[src/rtl/mux_rr_scheduler_if.sv]
// Request/grant bundle between INS requesters and the mux scheduler.
// master = requester side (drives req), slave = scheduler (drives grant and select).
interface mux_rr_scheduler_if #(
   parameter int INS = 5
);
   localparam int SW = (INS > 1) ? $clog2(INS) : 1;

   logic [INS-1:0] req;
   logic [INS-1:0] gnt;
   logic [SW-1:0]  s;
   logic           busy;
   logic           preempt;

   modport master (
      output req,
      input  gnt,
      input  s,
      input  busy,
      input  preempt
   );

   modport slave (
      input  req,
      output gnt,
      output s,
      output busy,
      output preempt
   );
endinterface

[src/rtl/mux_rr_scheduler.sv]
// Round-robin owner of a shared INS:1 bit mux; 1 clk req->gnt, no backpressure (owner holds req).
// Optional timeout pre-emption is built only when MUX_SCHED_TIMEOUT_EN is defined.
module mux_rr_scheduler #(
   parameter int INS     = 5,
   parameter int TIMEOUT = 8
) (
   input  logic              clk,
   input  logic              reset_n,
   mux_rr_scheduler_if.slave bus
);
   localparam int SW = (INS > 1) ? $clog2(INS) : 1;

   localparam logic [0:0] ST_IDLE  = 1'b0;
   localparam logic [0:0] ST_GRANT = 1'b1;

   if (INS < 2 || INS > 32) begin : g_bad_ins
      $error("mux_rr_scheduler: INS must be in 2..32");
   end
   if (TIMEOUT < 1 || TIMEOUT > 255) begin : g_bad_timeout
      $error("mux_rr_scheduler: TIMEOUT must be in 1..255");
   end

   logic [0:0]     state_q, state_d;
   logic [INS-1:0] gnt_q, gnt_d;
   logic [SW-1:0]  s_q, s_d;
   logic [SW-1:0]  ptr_q, ptr_d;

   logic [INS-1:0] req_mask;
   logic [SW-1:0]  pick_base;
   logic [SW-1:0]  pick_idx;
   logic           pick_vld;
   logic [SW:0]    cand;
   logic [SW-1:0]  s_inc;
   logic           own_req;
   logic           timeout_hit;
   logic           new_grant;

   assign own_req  = bus.req[s_q];
   assign s_inc    = (s_q == SW'(INS - 1)) ? '0 : s_q + SW'(1);
   // The current owner never competes in the pick: on release its req is already low,
   // on pre-emption it must lose to any other requester.
   assign req_mask = bus.req & ~gnt_q;
   assign pick_base = (state_q == ST_GRANT) ? s_inc : ptr_q;

   // Descending scan so the smallest offset from pick_base is the one that sticks.
   always_comb begin
      pick_vld = 1'b0;
      pick_idx = '0;
      cand     = '0;
      for (int i = INS - 1; i >= 0; i--) begin
         cand = {1'b0, pick_base} + (SW + 1)'(i);
         if (cand >= (SW + 1)'(INS)) begin
            cand = cand - (SW + 1)'(INS);
         end
         if (req_mask[cand[SW-1:0]]) begin
            pick_vld = 1'b1;
            pick_idx = cand[SW-1:0];
         end
      end
   end

   always_comb begin
      state_d   = state_q;
      gnt_d     = gnt_q;
      s_d       = s_q;
      ptr_d     = ptr_q;
      new_grant = 1'b0;
      case (state_q)
         ST_IDLE: begin
            if (pick_vld) begin
               new_grant = 1'b1;
            end
         end
         default: begin
            if (!own_req) begin
               ptr_d = s_inc;
               if (pick_vld) begin
                  new_grant = 1'b1;
               end else begin
                  state_d = ST_IDLE;
                  gnt_d   = '0;
               end
            end else if (timeout_hit && pick_vld) begin
               ptr_d     = s_inc;
               new_grant = 1'b1;
            end
         end
      endcase
      // s and gnt move together in one edge, so a hand-off is one-hot to one-hot.
      if (new_grant) begin
         state_d = ST_GRANT;
         s_d     = pick_idx;
         gnt_d   = INS'(1) << pick_idx;
      end
   end

   always_ff @(posedge clk or negedge reset_n) begin
      if (!reset_n) begin
         state_q <= ST_IDLE;
         gnt_q   <= '0;
         s_q     <= '0;
         ptr_q   <= '0;
      end else begin
         state_q <= state_d;
         gnt_q   <= gnt_d;
         s_q     <= s_d;
         ptr_q   <= ptr_d;
      end
   end

`ifdef MUX_SCHED_TIMEOUT_EN
   localparam int CW = $clog2(TIMEOUT + 1);

   logic [CW-1:0] cnt_q, cnt_d;
   logic          preempt_q, preempt_d;

   assign timeout_hit = (cnt_q == CW'(TIMEOUT - 1));
   assign preempt_d   = (state_q == ST_GRANT) && own_req && timeout_hit && pick_vld;

   always_comb begin
      cnt_d = cnt_q;
      if (new_grant) begin
         cnt_d = '0;
      end else if ((state_q == ST_GRANT) && (cnt_q != CW'(TIMEOUT))) begin
         cnt_d = cnt_q + CW'(1);
      end
   end

   always_ff @(posedge clk or negedge reset_n) begin
      if (!reset_n) begin
         cnt_q     <= '0;
         preempt_q <= 1'b0;
      end else begin
         cnt_q     <= cnt_d;
         preempt_q <= preempt_d;
      end
   end

   assign bus.preempt = preempt_q;
`else
   assign timeout_hit = 1'b0;
   assign bus.preempt = 1'b0;
`endif

   assign bus.gnt  = gnt_q;
   assign bus.s    = s_q;
   assign bus.busy = |gnt_q;

endmodule

[src/flat_wrapper.sv]
// flat-port wrapper written by rule: the top's interface ports become plain ports
module mux_rr_scheduler_flat 
#(
   parameter int INS     = 5,
   parameter int TIMEOUT = 8
)
  (clk, reset_n, bus_req, bus_gnt, bus_s, bus_busy, bus_preempt);
  mux_rr_scheduler_if #(.INS(INS)) bus_i ();
  input  logic clk;
  input  logic reset_n;
  input wire logic [$bits(bus_i.req)-1:0] bus_req;
  output wire logic [$bits(bus_i.gnt)-1:0] bus_gnt;
  output wire logic [$bits(bus_i.s)-1:0] bus_s;
  output wire logic [$bits(bus_i.busy)-1:0] bus_busy;
  output wire logic [$bits(bus_i.preempt)-1:0] bus_preempt;
  assign bus_i.req = bus_req;
  assign bus_gnt = bus_i.gnt;
  assign bus_s = bus_i.s;
  assign bus_busy = bus_i.busy;
  assign bus_preempt = bus_i.preempt;
  mux_rr_scheduler #(.INS(INS), .TIMEOUT(TIMEOUT)) u_core (.clk(clk), .reset_n(reset_n), .bus(bus_i));
endmodule
[config.mk]
export PLATFORM = sky130hd
export DESIGN_NAME = mux_rr_scheduler_flat
export DESIGN_NICKNAME = d
export VERILOG_FILES = /design/src/rtl/mux_rr_scheduler_if.sv /design/src/rtl/mux_rr_scheduler.sv /design/src/flat_wrapper.sv
export SDC_FILE = /design/constraint.sdc
export NUM_CORES = 1
export LEC_CHECK = 0
export CAP_MARGIN = 10
export CORE_MARGIN = 5
export CORE_UTILIZATION = 69
export DETAILED_ROUTE_END_ITERATION = 16
export DONT_BUFFER_PORTS = 1
export GPL_ROUTABILITY_DRIVEN = 0
export PLACE_DENSITY_LB_ADDON = 0.3
export SYNTH_ARGS = -nofsm -noshare
export SYNTH_HDL_FRONTEND = slang
export SYNTH_SLANG_ARGS = --single-unit
[constraint.sdc]
create_clock -name clk -period 7.9 [get_ports clk]
set_input_delay 1.185 -clock clk [delete_from_list [all_inputs] [get_ports clk]]
set_output_delay 1.185 -clock clk [all_outputs]
set_load 0.03 [all_outputs]
* Word-level counts from Yosys, hierarchy flattened
Cells that the tools add are included.
Widths: inputs -> output; s select.
** Word-level totals
- Flip-flop bits (word level) :: 12
- Input port bits :: 7
- Output and inout bits :: 10
- Logic and storage cells :: 75
** Operators by class
- Add/subtract/negate cells :: 10
- $lt $le $gt $ge :: 11
- Eq/ne operators :: 3
- Shifts and indexed selects :: 1
- Multiplexer cells :: 39
- Bitwise logic cells :: 3
- Reduce and logical (&&, ||, !) cells :: 4
** Operator list (count)
- $mux 3 :: 12
- $lt 3x4->1 const B :: 6
- $mux 5 :: 4
- $bmux 1 s3 :: 6
- $mux 1 :: 17
- $ge 4x3->1 const B :: 4
- $sub 3x3->3 const B :: 5
- $add 3x2->4 const B :: 2
- $and 5x5->5 :: 1
- $not 5->5 :: 1
- $reduce_or 5->1 :: 1
- $shl 1x3->5 const A :: 1
- $add 3x1->4 const B :: 1
- $add 3x3->4 const B :: 1
- $ne 2x2->1 const B :: 2
- $add 3x1->3 const B :: 1
- $eq 3x3->1 const B :: 1
- $ge 3x3->1 const B :: 1
- $reduce_and 3->1 :: 1
- $reduce_and 2->1 :: 1
- $reduce_bool 2->1 :: 1
- $not 1->1 :: 1

* Depth between registers and ports, before layout
Gate-level depths: netlist (run 1).
- Depth after elaboration :: 18
- Gate-level depth with buffers :: 17
- Depth with buffers taken out :: 15

* Least setup slack after synthesis (run 1)
Ideal clock, no wire load.
- Path type :: register -> register
- Start :: register u_core.s_q[0] (netlist: u_core.bus.s[0])
- End :: register u_core.gnt_q[2] (netlist: u_core.bus.gnt[2])
- Setup time :: 0.125 ns
- Arrival time :: 3.832 ns
- Required time :: 7.775 ns
- Path slack :: 3.942 ns
- Cell stages (with the launch flop) :: 17
- Path buffers :: 2
- Period minus slack after synthesis :: 3.958 ns
- Cell sequence :: dfrtp_1 inv_1 ha_1 or3b_4 a31o_4 inv_4 ha_1 clkbuf_1 nor2_1 mux2_2 a221oi_1 mux2_4 o211ai_2 o31a_1 buf_6 nand3_1 a2bb2o_1
** Between the ends
- Cells in the longest elaborated chain, start to end :: 18
- Elaborated cells on any way between the ends :: 54
- Those cells by class :: 10 x add/sub; 5 x order compare; 3 x eq/ne; 1 x shift; 33 x mux; 2 x reduce/logical
** RTL lines
- from (decl) :: line mux_rr_scheduler.sv:25 : logic [SW-1:0] s_q, s_d;
- from (signal assigned) :: line mux_rr_scheduler.sv:101 : s_q <= '0;
- from (signal assigned) :: line mux_rr_scheduler.sv:106 : s_q <= s_d;
- $add 3x1->3 / $eq 3x3->1 (equally long branches) :: line mux_rr_scheduler.sv:39 : assign s_inc = (s_q == SW'(INS - 1)) ? '0 : s_q + SW'(1);
- $mux 3 :: line mux_rr_scheduler.sv:39
- $mux 3 :: line mux_rr_scheduler.sv:43 : assign pick_base = (state_q == ST_GRANT) ? s_inc : ptr_q;
- $add 3x3->4 :: line mux_rr_scheduler.sv:51 : cand = {1'b0, pick_base} + (SW + 1)'(i);
- $ge 4x3->1 / $sub 3x3->3 (equally long branches) :: line mux_rr_scheduler.sv:52, mux_rr_scheduler.sv:53
- $mux 3 :: line mux_rr_scheduler.sv:52 : if (cand >= (SW + 1)'(INS)) begin
- $bmux 1 s3 :: line mux_rr_scheduler.sv:55 : if (req_mask[cand[SW-1:0]]) begin
- $mux 1 (not written as such) :: line mux_rr_scheduler.sv:55
- $mux 1 (5 in series) :: line mux_rr_scheduler.sv:55
- $mux 1 :: line mux_rr_scheduler.sv:70, mux_rr_scheduler.sv:77
- $mux 1 :: line mux_rr_scheduler.sv:75 : if (!own_req) begin
- $mux 1 :: line mux_rr_scheduler.sv:68 : case (state_q)
- $ne 2x2->1 (no source line) / $reduce_bool 2->1 (equally long branches)
- $reduce_and 3->1 (no source line)
- to (signal assigned) :: line mux_rr_scheduler.sv:105 : gnt_q <= gnt_d;
- to (decl) :: line mux_rr_scheduler.sv:24 : logic [INS-1:0] gnt_q, gnt_d;
Parallel ways exist; a longest one is shown, timed or not. The select of a mux whose other input is x is not followed.
A chain may end at the register's enable or synchronous reset.

* Worst setup path in the final report (run 1)
Ends and elaborated chain as after synthesis.

==> run metrics, run 1 <==
fmax 209 MHz; H-tree level count 1; RSZ-0062 raised after global routing false; Post-Syn Nets 230; Sum Neg Setup Slack 0 ns; min-delay worst type reg -> reg; antenna violations before repair 0; # port buffers 0; vias in the first global route 1566; worst-path cell chain inv_1, ha_1, a21oi_2, a21oi_2, inv_2, ha_1, a21oi_1, nand2_1, o22ai_1, nor2_1, a21oi_1, o311ai_0, o21ai_1, a2bb2o_1; total wire length 4700 um; CTS Root Buffer Type clkbuf_4; Yosys reg bits 12; required time of the critical path 8.07 ns; cts repair resizes 0; 1st-iter DRT viols 181; # diodes 0; full die area 0.00373 sq mm; FF+latch area 300 sq um; most frequent cells in the layout mux2i_1 (12), dfrtp_1 (12), nand2_1 (11); IO Count 17; Gate Count Post-Synth 212; first-pass GRT wire length 7650 um; Worst-path clk slew 0.08 ns; die height 61.1 um; crit start category register; DRT Pass-1 Iters 5; count of flip-flops with a built-in enable after synthesis 0; Die Wd 61.1 um; Slew Limit Fails 0; share of layout cells above drive strength 1 0.145; Clock Sink Count 12; multi-input logic area 0.00141 sq mm; async set-reset flop share out of synthesis 1.00; Skew-Pair Late Insertion Delay 0.28 ns; final hold vios 0; hold path depth 1; Critical Path AT 4.94 ns; Fillers 182; Num CTS Buffers 3; sequential area share after synthesis 0.167; gr ovfl total 0; DRT antenna net count 0; status finished, final reports clean; Layout Skew 0.00820 ns; setup bufs post-CTS 0; crit path max-delay cell type a21oi_2; largest net degree at the start of global routing 19; FF-to-FF path depth 14; endpoint type of the worst setup path register; vias 1743; Max Cap Violations 0; row count 18; Crit Path Max Fanout 18; Max stage delay on crit path 0.70 ns; Starting Density 0.727; yosys warns 0; CTS tree yes; CP Class reg -> reg; DRC 0; Nets 226; Via density 7.35; count of cell types in the netlist 74; gr usage total 0.274; HPWL after DPL 3710 um; Layout area overhead 1.25%; post-layout min period 4.78 ns; Slew headroom 0.417; top_reg_cell synth dfrtp_1; netlist area before placement 0.00180 sq mm; Post-CTS Hold Buffers 0; final worst path period share 0.605; WL per Instance 19.8 um; Worst-Margin Slew 0.874 ns; Core ar. 0.00248 sq mm; Max Buffers Root-to-Sink 2; Mean Syn Cell Area 8.50 sq um; final setup vio count 0
## cell families (layout without fill, tap and decap cells)
logic type / Yosys count / in the layout / share of synthesized area
other: 1 / 1 / 0.00208
flip-flops: 12 / 12 / 0.167
AO/OA/AOI/OAI: 72 / 72 / 0.318
XOR/XNOR: 4 / 4 / 0.0194
buffers and inverters: 20 / 15 / 0.0528
multiplexers: 24 / 24 / 0.151
AND/OR/NAND/NOR: 68 / 68 / 0.209
adder cells (fa/ha/maj): 11 / 11 / 0.0806
## final cells by class
class                      count  area share
multi-input combinational    180       0.771
tap                           30      0.0206
sequential                    12       0.165
clock buffer                   4      0.0199
inverter                      11      0.0240
## worst max-delay path: cells and delay by family (launching register included)
kind | cells | cell delay, ns
AO/OA/AOI/OAI | 8 | 2.72
adder cells (fa/ha/maj) | 2 | 0.61
flip-flops | 1 | 0.56
buffers and inverters | 2 | 0.53
AND/OR/NAND/NOR | 2 | 0.23
## cells in the mapped netlist (2+ instances only)
master     count  area share
mux2_1         2       0.012
a21oi_1       10       0.028
o21ai_0        8       0.022
dfrtp_1       12        0.17
a31o_2         2      0.0097
a21oi_2        2      0.0097
a22o_1         2      0.0097
o32ai_1        2      0.0097
nand3_1        9       0.025
a21boi_0       3       0.012
mux2i_1       12       0.067
nand2_1       11       0.023
or3_1          2      0.0069
and2_1         6       0.021
o21a_1         2      0.0083
o22ai_1        2      0.0069
inv_1          9       0.019
o211ai_1       3       0.012
a2bb2oi_1      3       0.015
xnor2_1        3       0.015
buf_2          2      0.0056
o221ai_1       2      0.0097
nor2_1         9       0.019
nand4_1        2      0.0069
buf_4          2      0.0083
a22oi_1        2      0.0083
nor3_1         4       0.011
ha_1          10       0.069
a211oi_1       4       0.017
nand2b_1      10       0.035
mux2_2         7       0.044
a211o_1        2      0.0097
nor2b_1        7       0.024
clkbuf_1       4      0.0083
## metrics by stage
stage	util	hold slack [ns]	cells	instance area (sq um)	setup slack [ns]
3_3_place_gp	0.722	0.490	233	1790	3.45
4_1_cts	0.736	0.511	237	1820	3.22
5_1_grt	0.736	0.534	237	1820	2.79
6_report	0.736	0.511	237	1820	3.12
2_1_floorplan	-	0.473	212	1800	3.94
3_5_place_dp	0.722	0.492	233	1790	3.23
## layer usage
metal  track usage  wire [um]  vias to the layer above
met5             0          0                        -
met4        0.0557         66                        0
met3        0.0398        329                       10
met2         0.461       2260                       91
met1         0.374       2040                      844
li1              -          -                      798
## worst paths after layout
| check | start | end | slack (ns) |
|---|---|---|---|
| max in group asynchronous | reset_n | u_core.bus.s[0]$_DFFE_PN0P_ | 7.24 |
| max | u_core.bus.s[0]$_DFFE_PN0P_ | u_core.bus.gnt[2]$_DFFE_PN0P_ | 3.12 |
| min | u_core.ptr_q[0]$_DFFE_PN0P_ | u_core.ptr_q[0]$_DFFE_PN0P_ | 0.51 |
| min reg2reg | u_core.ptr_q[0]$_DFFE_PN0P_ | u_core.ptr_q[0]$_DFFE_PN0P_ | 0.51 |
| min in group asynchronous | reset_n | u_core.bus.s[1]$_DFFE_PN0P_ | 0.58 |
| max reg2reg | u_core.bus.s[0]$_DFFE_PN0P_ | u_core.bus.gnt[2]$_DFFE_PN0P_ | 3.12 |
## flip-flops by register name, indices dropped and copies added (netlist names)
register / count
u_core.bus.gnt: 5
u_core.bus.s: 3
u_core.ptr_q: 3
u_core.state_q: 1
Power of run 1 is left out: the tool's default activity adds up to more than one toggle a clock period on the data nets, which glitch-free logic cannot reach.
==> run 2: changes to the inputs <==
- ABC_AREA: unset -> 1
- CORE_UTILIZATION: 69 -> 64
- clock period: 7.9 -> 5 ns (I/O delays scaled with it)
==> run 2 against run 1 <==
  * Fmax rose by 30%
  * Hold slack worse by 0.34 ns
  * Die area rose by 5.2%
  * Sequential share of layout area up 0.068 points
  * Cell count increased by 35%
  * Register-to-register slack worse by 1.8 ns
  * Critical endpoint is now u_core.bus.gnt[3]$_DFFE_PN0P_
==> run metrics, run 2 <==
status finished, final reports clean; Yosys reg bits 12; CTS tree yes; Core ar. 0.00271 sq mm; WL per Instance 12.8 um; most common cell after layout, fill and taps aside nand2_1; count of cell types in the netlist 32; RSZ-0062 raised after global routing false; H-tree level count 1; antenna violations before repair 0; crit start category register; GR peak layer met2; # diodes 0; ranking of synthesized cells by area nand2_1 (19%), dfrtp_1 (17%), nand3_1 (9.9%); Critical Path AT 3.86 ns; vias in the first global route 1657; Max Cap Violations 0; Skew-Pair Late Insertion Delay 0.27 ns; most frequent cells in the layout nand2_1 (89), inv_1 (40), nand3_1 (35); sequential area share after synthesis 0.169; Crit Path Max Fanout 9; Slew Limit Fails 0; row count 19; Synth area leader nand2_1; gr ovfl total 0; required time of the critical path 5.20 ns; top_reg_cell synth dfrtp_1; Nets 307; Layout Skew 0.00466 ns; Sum Neg Setup Slack 0 ns; share of layout cells above drive strength 1 0.167; Synth top area share 0.188; async set-reset flop share out of synthesis 1.00; full die area 0.00393 sq mm; top-count cell post-synth nand2_1; cts repair resizes 0; met2 Usage GRT 0.368; final worst path period share 0.733; Max Buffers Root-to-Sink 2; IO Count 17; Starting Density 0.655; largest net degree at the start of global routing 15; Post-Syn Nets 305; Clock Sink Count 12; Mean Syn Cell Area 6.19 sq um; CP Class reg -> reg; final hold vios 0; final setup vio count 0; HPWL after DPL 3400 um; first-pass GRT wire length 7160 um; count of flip-flops with a built-in enable after synthesis 0; total wire length 4080 um; max FFs per register 5; DRT antenna net count 0; die height 62.7 um; DRC 0; setup bufs post-CTS 0; gr usage total 0.214; Via density 5.52; FF-to-FF path depth 23; Die Wd 62.7 um; endpoint type of the worst setup path register; vias 1761; M1 GR Usage 0.286; Num CTS Buffers 3; post-layout min period 3.66 ns; Layout area overhead 2.33%; fmax 273 MHz; DRT Pass-1 Iters 5; M3 GR Usage 0.0270; yosys warns 0; netlist area before placement 0.00178 sq mm; Post-synth top cells nand2_1 (89), inv_1 (40), nand3_1 (35); Post-CTS Hold Buffers 0; 1st-iter DRT viols 158; CTS Root Buffer Type clkbuf_4; Worst-path clk slew 0.08 ns; Gate Count Post-Synth 287; min-delay worst type in -> async; # port buffers 0
==> run 2: cell count changes after synthesis, sizes merged, moves of 11 or more <==
cell	before	now
nand2	11	109
inv	11	45
nand3	9	40
mux2i	13	0
o21ai	9	20
==> run 2: worst paths after layout <==
kind                                              from                            end  slack, ns
setup / recovery           u_core.bus.s[0]$_DFFE_PN0P_  u_core.bus.gnt[3]$_DFFE_PN0P_       1.34
hold / removal                                 reset_n    u_core.bus.s[2]$_DFFE_PN0P_       0.17
setup reg to reg           u_core.bus.s[0]$_DFFE_PN0P_  u_core.bus.gnt[3]$_DFFE_PN0P_       1.34
hold reg to reg            u_core.ptr_q[2]$_DFFE_PN0P_    u_core.ptr_q[2]$_DFFE_PN0P_       0.51
max in group asynchronous                      reset_n       u_core.state_q$_DFF_PN0_       4.76
min in group clk           u_core.ptr_q[2]$_DFFE_PN0P_    u_core.ptr_q[2]$_DFFE_PN0P_       0.51
==> run 2: layout make-up <==
class	count	area [sq um]
well taps	31	38.8
clock buffers	4	36.3
multi-input cells	227	1270
inverters	45	171
fillers	251	893
flip-flops and latches	12	300
==> run 2: logic make-up after synthesis <==
group / Yosys count / synth area share
simple gates: 180 / 0.506
other cells: 1 / 0.00211
compound gates: 35 / 0.125
buf+inv: 48 / 0.116
fa+ha+maj: 11 / 0.0817
flops: 12 / 0.169
==> run 2: per-stage QoR <==
stage	utilization	std cells	setup slack, ns	hold WS, ns	cell area, sq um
finish	0.670	319	1.34	0.167	1820
global route	0.670	319	0.995	0.139	1820
detailed placement	0.657	315	1.42	0.455	1780
CTS	0.670	319	1.38	0.166	1820
global placement	0.657	315	1.40	0.455	1780
floorplan	-	287	1.81	0.454	1780
==> run 2: metal layers <==
layer | share of wire | up-vias
met5 | 0 | -
met4 | 0.0083 | 0
met3 | 0.059 | 6
met2 | 0.46 | 57
met1 | 0.47 | 774
li1 | - | 924
==> run 2: critical path, stage by stage, from the launching register on <==
cell and delay [ns]:
dfrtp_1 0.60, inv_2 0.14, ha_1 0.24, nand2_2 0.11, nand2_1 0.08, nand2_1 0.11
nand2_4 0.11, ha_1 0.26, fa_1 0.40, nand2_1 0.13, inv_1 0.09, o21ai_1 0.22
inv_1 0.11, nand3_1 0.09, nand2_1 0.06, nand2_2 0.09, nand2_4 0.07, inv_2 0.06
nand3_2 0.09, nor2_4 0.15, a21oi_4 0.11, nor2_4 0.14, nand2_1 0.08, o21ai_2 0.07
Power of run 2 is left out for the same reason.
